===== config.mk =====
export PLATFORM = sky130hd
export DESIGN_NAME = pbs_ctrl
export DESIGN_NICKNAME = d
export VERILOG_FILES = /design/src/rtl/pbs_pkg.sv /design/src/rtl/pbs_turn_cnt.sv /design/src/rtl/pbs_ctrl.sv
export SDC_FILE = /design/constraint.sdc
export NUM_CORES = 1
export LEC_CHECK = 0
export BUFFER_PORTS_ARGS = -buffer_cell sky130_fd_sc_hd__buf_2
export CAP_MARGIN = 20
export CORE_UTILIZATION = 47
export CTS_CLUSTER_SIZE = 8
export DETAILED_ROUTE_END_ITERATION = 16
export PLACE_DENSITY = 0.78
export SETUP_SLACK_MARGIN = 0.1
export SYNTH_ARGS = -nofsm -noshare
export SYNTH_HDL_FRONTEND = slang
export SYNTH_HIERARCHICAL = 1
export SYNTH_SLANG_ARGS = --single-unit

===== constraint.sdc =====
create_clock -name clk -period 2 [get_ports clk]
set_input_delay 0.1 -clock clk [delete_from_list [all_inputs] [get_ports clk]]
set_output_delay 0.1 -clock clk [all_outputs]
set_load 0.02 [all_outputs]

===== src/rtl/pbs_pkg.sv =====
// Shared types and encodings for the battle controller (pbs_ctrl and pbs_turn_cnt).
package pbs_pkg;

    typedef enum logic [3:0] {
        ST_IDLE,
        ST_WAIT_MOVE,
        ST_PL_SEL,
        ST_PL_EVAL,
        ST_PL_APPLY,
        ST_AI_SEL,
        ST_AI_EVAL,
        ST_AI_APPLY,
        ST_GAME_OVER
    } state_e;

    localparam logic [1:0] WIN_NONE = 2'b00;
    localparam logic [1:0] WIN_PL   = 2'b01;
    localparam logic [1:0] WIN_AI   = 2'b10;
    localparam logic [1:0] WIN_DRAW = 2'b11;

    localparam logic ACTR_PL = 1'b0;
    localparam logic ACTR_AI = 1'b1;

    localparam logic TGT_PL = 1'b0;
    localparam logic TGT_AI = 1'b1;

endpackage


===== src/rtl/pbs_turn_cnt.sv =====
// Full-turn counter for the battle controller: clear, increment and a flag
// that is high when the next increment will reach MAX_TURNS.
module pbs_turn_cnt #(
    parameter int unsigned MAX_TURNS = 20
) (
    input  logic       clk,
    input  logic       rst,
    input  logic       clr,
    input  logic       inc,
    output logic [4:0] cnt,
    output logic       last_turn
);

    localparam logic [4:0] MAX_CNT = 5'(MAX_TURNS);

    logic [4:0] cnt_q;
    logic [4:0] cnt_d;

    always_comb begin
        cnt_d = cnt_q;
        if (clr) begin
            cnt_d = '0;
        end else if (inc) begin
            cnt_d = cnt_q + 5'd1;
        end
    end

    always_ff @(posedge clk or negedge rst) begin
        if (!rst) begin
            cnt_q <= '0;
        end else begin
            cnt_q <= cnt_d;
        end
    end

    assign cnt       = cnt_q;
    assign last_turn = ((cnt_q + 5'd1) == MAX_CNT);

endmodule


===== src/rtl/pbs_ctrl.sv =====
// Turn-based battle controller: sequences player and AI attacks against the HP datapath.
// Optional macro PBS_MISS_EN enables the accuracy hit check (otherwise every attack hits).
module pbs_ctrl
    import pbs_pkg::*;
#(
    parameter int unsigned MAX_TURNS = 20
) (
    input  logic       clk,
    input  logic       rst,
    input  logic       start,
    input  logic       move_valid,
    output logic       move_ready,
    input  logic [3:0] p_hp,
    input  logic [3:0] ai_hp,
    input  logic [3:0] dmg,
    input  logic [3:0] accu,
    input  logic [3:0] acc_rng,
    output logic       actr,
    output logic       target,
    output logic       stop,
    output logic       load_ai_hp,
    output logic       app_ai_dmg,
    output logic       app_pl_dmg,
    output logic [1:0] winner,
    output logic       done,
    output logic [4:0] turn_cnt
);

    state_e     state_q;
    state_e     state_d;
    logic [1:0] winner_q;
    logic [1:0] winner_d;
    logic       cnt_clr;
    logic       cnt_inc;
    logic       last_turn;
    logic       turn_end;
    logic       hit;

`ifdef PBS_MISS_EN
    assign hit = (accu >= acc_rng);
`else
    logic unused_rng;
    assign hit        = 1'b1;
    assign unused_rng = ^{accu, acc_rng};
`endif

    pbs_turn_cnt #(
        .MAX_TURNS(MAX_TURNS)
    ) u_turn_cnt (
        .clk      (clk),
        .rst      (rst),
        .clr      (cnt_clr),
        .inc      (cnt_inc),
        .cnt      (turn_cnt),
        .last_turn(last_turn)
    );

    always_comb begin
        state_d  = state_q;
        winner_d = winner_q;
        cnt_clr  = 1'b0;
        cnt_inc  = 1'b0;
        turn_end = 1'b0;
        case (state_q)
            ST_IDLE: begin
                if (start) begin
                    state_d = ST_WAIT_MOVE;
                    cnt_clr = 1'b1;
                end
            end
            ST_WAIT_MOVE: begin
                if (move_valid) begin
                    state_d = ST_PL_SEL;
                end
            end
            ST_PL_SEL:   state_d = ST_PL_EVAL;
            ST_PL_EVAL: begin
                if (!hit) begin
                    state_d = ST_AI_SEL;
                end else if (dmg >= ai_hp) begin
                    state_d  = ST_GAME_OVER;
                    winner_d = WIN_PL;
                end else begin
                    state_d = ST_PL_APPLY;
                end
            end
            ST_PL_APPLY: state_d = ST_AI_SEL;
            ST_AI_SEL:   state_d = ST_AI_EVAL;
            ST_AI_EVAL: begin
                if (!hit) begin
                    turn_end = 1'b1;
                end else if (dmg >= p_hp) begin
                    state_d  = ST_GAME_OVER;
                    winner_d = WIN_AI;
                end else begin
                    state_d = ST_AI_APPLY;
                end
            end
            ST_AI_APPLY:  turn_end = 1'b1;
            ST_GAME_OVER: state_d = ST_GAME_OVER;
            default:      state_d = ST_IDLE;
        endcase

        // A full turn closes here; the draw check looks at the post-increment count.
        if (turn_end) begin
            cnt_inc = 1'b1;
            if (last_turn) begin
                state_d  = ST_GAME_OVER;
                winner_d = WIN_DRAW;
            end else begin
                state_d = ST_WAIT_MOVE;
            end
        end
    end

    always_ff @(posedge clk or negedge rst) begin
        if (!rst) begin
            state_q  <= ST_IDLE;
            winner_q <= WIN_NONE;
        end else begin
            state_q  <= state_d;
            winner_q <= winner_d;
        end
    end

    assign move_ready = (state_q == ST_WAIT_MOVE);
    assign actr       = (state_q inside {ST_AI_SEL, ST_AI_EVAL, ST_AI_APPLY}) ? ACTR_AI : ACTR_PL;
    assign target     = (state_q inside {ST_PL_SEL, ST_PL_EVAL, ST_PL_APPLY}) ? TGT_AI : TGT_PL;
    assign stop       = (state_q inside {ST_AI_SEL, ST_AI_EVAL});
    assign load_ai_hp = (state_q == ST_PL_SEL);
    assign app_ai_dmg = (state_q == ST_PL_APPLY);
    assign app_pl_dmg = (state_q == ST_AI_APPLY);
    assign done       = (state_q == ST_GAME_OVER);
    assign winner     = winner_q;

endmodule


==> run metrics, run 1 <==
status=finished, final reports clean; later-pin clock latency in the skew report=0.27 ns; worst flop-to-flop path startpoint=state_q[1]; vias in the first global route=750; Remaining DRCs=0; Hold Fails Final Rpt=0; CORE AREA=0.00180 mm^2; post-synthesis instance area=941 um^2; Worst EP arrival=1.72 ns; Worst VDD drop=0.928 mV; area occupied by multi-input gates=608 um^2; Power Dens Cells=1260 mW/mm^2; cell taking the most area after synthesis=dfrtp_1; cell-by-cell trace of the critical path=inv_1 > nor2_1 > and2_1 > buf_4 > buf_2; WL/cell=12.0 um; worst-path fanout max=11; die area=0.00218 mm^2; minimum clock period after layout=1.82 ns; sequential-to-total area share from yosys stat=29.3%; fin nets=169; layout cells sized above 1=37.0%; Crit path required time=1.90 ns; number of synthesized register bits=11; area added between synthesis and finish=23.9%; RSZ-0062 raised after global routing=true; setup TNS=0 ns; antenna-violating nets left=0; yosys warns=6; boundary pin count=39; GPL Wtd Cong=0.862; die span in x=46.7 um; H-tree depth=1; initial core utilization=52.2%; crit path launch=state_q[1]; fillers=165; CTS tree=yes; Syn Area/Cell=9.32 um^2; Max-Cap Viols=0; DR vias/cell=5.36; Slew Limit Fails=0; buffer depth of the longest clock path=2; cells after synthesis=101; first-pass GRT wire length=3.11 mm; GRT Total Usage=20.2%; Die H=46.7 um; Port Buffer Count=30; Antenna diodes=0; largest cells by area after synthesis=dfrtp_1 29%, ha_1 12%, nor2_1 4.8%; Synth cell types=37; clock root cell=clkbuf_4; Slew HR=72.5%; Main synth FF type=dfrtp_1; startpoint types=flop; crit-path max cell delay=0.53 ns; syn_nets=134; clock-pin slew on the worst setup and hold paths=0.07 ns; post-CTS setup buffers=0; Fin Clk Skew=0.00653 ns; Remaining Overflow, GRT=0; Vias=858; Yosys top cell area share=29.3%; Slowest cell on crit path=dfrtp_1; initial antenna violation count=0; First-pass DRT Iterations=4; Total Power=1.47 mW; actual slew at the worst max-slew pin=0.407 ns; DRT iter0 DRCs=17; Hold Path Class=in2async; async set-reset flop share out of synthesis=100%; final critical-path share of the clock period=90.8%; CP Capture Type=output pin; Sequential cell area=277 um^2; DP HPWL=1.53 mm; largest net degree at the start of global routing=13; Post-synth EDFFs=0; Pleak=0.618 nW; Sink Count=11; Rows=15; Inserted Clock Buffers=3; WL final=1.92 mm; fmax=0.551 GHz; Final setup viols=0; critical setup path kind=reg2out
[routing by layer]
layer | track usage [%] | routed length, um | vias up
li1 | - | - | 433
met1 | 26.6 | 899 | 400
met2 | 32.8 | 917 | 23
met3 | 7.69 | 94 | 2
met4 | 2.29 | 6 | 0
met5 | 0 | 0 | -
[cell usage after synthesis (all sizes together), types with 3 or more instances]
cell	n
and2	3
nor4	4
dfrtp	11
nor2	12
ha	9
a21oi	3
a31oi	3
a21bo	3
o21ai	5
inv	9
buf	4
nor3	3
nand2b	4
[where the power goes]
group          switching [mW]  leakage (nW)  internal [mW]  total [mW]
clock network          0.0741        0.0150         0.0772       0.151
logic                   0.515         0.464          0.374       0.890
registers               0.116         0.139          0.315       0.430
[worst paths after layout]
check / endpoint / slack [ns] / depth (start not counted)
worst min-delay path: state_q[1] / 0.22 / 2
max in group asynchronous: state_q[2] / 1.55 / 2
worst max register to register: u_turn_cnt/cnt[3] / 0.33 / 5
worst max-delay path: app_pl_dmg / 0.18 / 5
worst min register to register: winner[1] / 0.51 / 1
min in group clk: state_q[1] / 0.22 / 4
[final cells by class]
type                       count  share of cell area, %
tap                           25                   2.68
multi-input combinational     76                   52.1
clock buffer                   4                   2.25
timing repair buffer          35                   16.3
inverter                       9                   2.90
sequential                    11                   23.7
[through the flow]
step / worst slack, ns / hold WS [ns] / util (%) / instance area, um^2 / std cells
2_1_floorplan: 0.241 / -0.196 / - / 941 / 101
3_3_place_gp: 0.377 / -0.0197 / 62.3 / 1120 / 155
3_5_place_dp: 0.353 / -0.0191 / 62.3 / 1120 / 155
4_1_cts: 0.179 / 0.216 / 64.3 / 1160 / 160
5_1_grt: 0.0933 / 0.241 / 64.7 / 1170 / 160
6_report: 0.184 / 0.216 / 64.7 / 1170 / 160
[state kept, by name, indices dropped and copies added (netlist names)]
signal and cells:
u_turn_cnt/cnt 5, state_q 4, winner 2
[worst max-delay path: cells and delay by family, from the launching register on]
kind	cells	cell delay, ns
flops	1	0.53
simple gates	2	0.45
buf+inv	3	0.47
[what timing repair did]
item,4_1_cts,5_1_grt
resized for setup,0,2
hold endpoints to repair,11,0
hold buffers,1,0
endpoints found under the setup margin,0,2
[cells by family (layout without fill, tap and decap cells)]
family                   Yosys count  count (layout)  synth area share [%]
AND/OR/NAND/NOR                   41              41                  27.9
AO/OA/AOI/OAI                     21              21                  17.8
buffers and inverters             14              48                  6.78
flip-flops                        11              11                  29.3
adder cells (fa/ha/maj)            9               9                  12.0
multiplexers                       4               4                  5.32
XOR/XNOR                           1               1                 0.931
[cell usage in the layout, fill, tap and decap left out, types with 2 or more instances in the layout]
master / count
buf_2: 30
nor2_1: 12
dfrtp_1: 10
inv_1: 9
ha_1: 9
o21ai_0: 4
buf_4: 4
nor3_1: 3
nor4_1: 3
and2_1: 3
a31oi_1: 3
a21oi_1: 3
clkbuf_4: 3
nand2b_1: 2
and3_1: 2
nand3b_1: 2
nand2b_4: 2
nand3_1: 2
o21bai_1: 2
mux2i_1: 2
a21bo_1: 2
nand2_1: 2
nor2b_2: 2
nand4_2: 2
mux2_4: 2
(Power assumes the default switching activity.)
==> run 2: changes to the inputs <==
--- a/config.mk
+++ b/config.mk
@@ -7,12 +7,11 @@
 export LEC_CHECK = 0
 export BUFFER_PORTS_ARGS = -buffer_cell sky130_fd_sc_hd__buf_2
 export CAP_MARGIN = 20
-export CORE_UTILIZATION = 47
+export CORE_UTILIZATION = 46
 export CTS_CLUSTER_SIZE = 8
 export DETAILED_ROUTE_END_ITERATION = 16
 export PLACE_DENSITY = 0.78
 export SETUP_SLACK_MARGIN = 0.1
 export SYNTH_ARGS = -nofsm -noshare
 export SYNTH_HDL_FRONTEND = slang
-export SYNTH_HIERARCHICAL = 1
 export SYNTH_SLANG_ARGS = --single-unit
==> run metrics, run 2 <==
status=finished, final reports clean; later-pin clock latency in the skew report=0.26 ns; area share of fa/ha/maj cells after synthesis=12.8%; post-CTS setup buffers=0; Rows=15; Sink Count=11; DP HPWL=1.40 mm; Crit path buffers/inverters=0; area added between synthesis and finish=18.3%; Slowest cell on crit path=dfrtp_1; Worst EP arrival=1.83 ns; actual slew at the worst max-slew pin=0.381 ns; main combinational cell family by area after synthesis=simple AND/OR/NAND/NOR gates; Max-Cap Viols=0; Crit path required time=2.15 ns; Fin Clk Skew=0.00256 ns; largest cells by area after synthesis=dfrtp_1 31%, ha_1 13%, buf_6 6.4%; H-tree depth=1; cell taking the most area after synthesis=dfrtp_1; worst-path fanout max=11; final critical-path share of the clock period=84.1%; Synth cell types=35; Inserted Clock Buffers=3; GRT Total Usage=19.8%; count of non-filler cells in the finished layout=151; crit-path max cell delay=0.52 ns; Slew Limit Fails=0; reg2reg path depth=4; Syn Area/Cell=9.18 um^2; post-synthesis instance area=881 um^2; CTS hold repair buffers=1; most frequent cells in the layout=30 x buf_2, 11 x nor2_1, 11 x dfrtp_1, 10 x inv_1, 9 x ha_1; Main synth FF type=dfrtp_1; largest net degree at the start of global routing=12; Pleak=0.589 nW; die span in x=45.8 um; boundary pin count=39; clock-pin slew on the worst setup and hold paths=0.06 ns; clock root cell=clkbuf_4; vias in the first global route=724; CP dominant cell by count=a211o_1; WL final=1.76 mm; setup TNS=0 ns; Yosys top cell area share=31.3%; Power Dens Cells=1060 mW/mm^2; layout cells sized above 1=31.7%; Post-synth EDFFs=0; capture point of the worst path=winner[1]; Remaining DRCs=0; CORE AREA=0.00176 mm^2; complex-gate fraction of the synthesized area=14.9%; r2r setup slk=0.32 ns; Final setup viols=0; Placed Cells=146; First-pass DRT Iterations=4; Synth top cells by count=11 x dfrtp_1, 11 x nor2_1, 10 x inv_1; Vias=782; post-CTS sizing=0; fmax=0.595 GHz; Die H=45.8 um; cell family with most CP delay=compound AO/OA/AOI/OAI gates; Setup WS post-layout=0.318 ns; dpl ws=0.349 ns; CTS tree=yes; Antenna diodes=0; worst flop-to-flop path startpoint=state_q[1]; DRT iter0 DRCs=24; antenna-violating nets left=0; critical setup path kind=reg2reg; Slew HR=74.4%; DR vias/cell=5.18; syn_nets=129; crit path launch=state_q[1]; cells after synthesis=96; initial antenna violation count=0; Remaining Overflow, GRT=0; post-synthesis simple-gate area fraction=23.6%; buffer depth of the longest clock path=2; sequential-to-total area share from yosys stat=31.3%; CP Capture Type=flop; startpoint types=flop; yosys warns=0; initial core utilization=49.9%; Hold Path Class=in2reg; minimum clock period after layout=1.68 ns; number of synthesized register bits=11; Hold Fails Final Rpt=0; cell-by-cell trace of the critical path=nand2_1 > or3_4 > a211o_1 > a211o_1; async set-reset flop share out of synthesis=100%; Worst VDD drop=0.583 mV; fin nets=160; WL/cell=11.7 um; r2r endpoint=winner[1]; first-pass GRT wire length=3.04 mm; RSZ-0062 raised after global routing=false; Synth Area in XOR/XNOR=3.98%; commonest non-fill, non-tap cell in the layout=buf_2; WP depth=4; max FFs per register=5; GPL Wtd Cong=0.785; die area=0.00209 mm^2; post-synthesis mux area share=2.41%; Port Buffer Count=30
==> run 2: cell types whose count changed in the layout (fill, tap and decap cells not counted), sizes merged, moves of 3 or more <==
cell,before,now
nor4,4,0
a31oi,3,0
buf,34,30
xor2,0,3
a21bo,3,0
==> run 2: cell type report <==
cell class / count / area [um^2]
clock buffers: 4 / 26.3
fillers: 185 / 722
inverters: 11 / 41.3
multi-input cells: 69 / 508
flip-flops and latches: 11 / 275
well taps: 25 / 31.3
repair buffers: 31 / 160
==> run 2: cells by family (layout without fill, tap and decap cells) <==
logic type | Yosys count | after routing
buffers and inverters | 16 | 46
DFF | 11 | 11
and+or+nand+nor | 35 | 35
muxes | 2 | 2
adders and majority gates | 9 | 9
xor gates and xnor gates | 4 | 4
AOI/OAI and AO/OA | 19 | 19
==> run 2: tightest hold or removal path: stages <==
cell      delay (ns)
buf_2           0.09
nand2b_1        0.10
nand3_1         0.07
==> run 2: through the flow <==
step / utilization [%] / power [mW] / hold WS (ns) / area [um^2]
6_report: 59.1 / 1.11 / 0.128 / 1040
5_1_grt: 59.1 / 1.20 / 0.149 / 1040
4_1_cts: 59.1 / 1.11 / 0.121 / 1040
3_5_place_dp: 57.0 / 0.958 / -0.0220 / 1010
3_3_place_gp: 57.0 / 0.944 / -0.0253 / 1010
2_1_floorplan: - / 0.862 / -0.196 / 881
==> run 2: metal layers <==
layer / vias to the layer above / share of wire (%) / routed length (um) / GRT usage (%)
met5: - / 0 / 0 / 0
met2: 23 / 48 / 845 / 32.6
met3: 0 / 5.2 / 91 / 5.95
met4: 0 / 0 / 0 / 1.76
li1: 397 / - / - / -
met1: 362 / 47 / 827 / 26.5
==> run 2: report_power, final <==
part	switching [mW]	internal, mW
sequential	0.110	0.288
clock	0.0671	0.0771
combinational	0.319	0.244
total	0.496	0.609
==> run 2: how the worst min path moves through the flow <==
stage | start | endpoint | cells after the start
CTS | move_valid | state_q[0] | 3
floorplan | rst | state_q[0] | 0
finish | move_valid | state_q[0] | 3
detailed placement | rst | u_turn_cnt.cnt[0] | 1
global route | move_valid | state_q[0] | 3
global placement | rst | u_turn_cnt.cnt[0] | 1
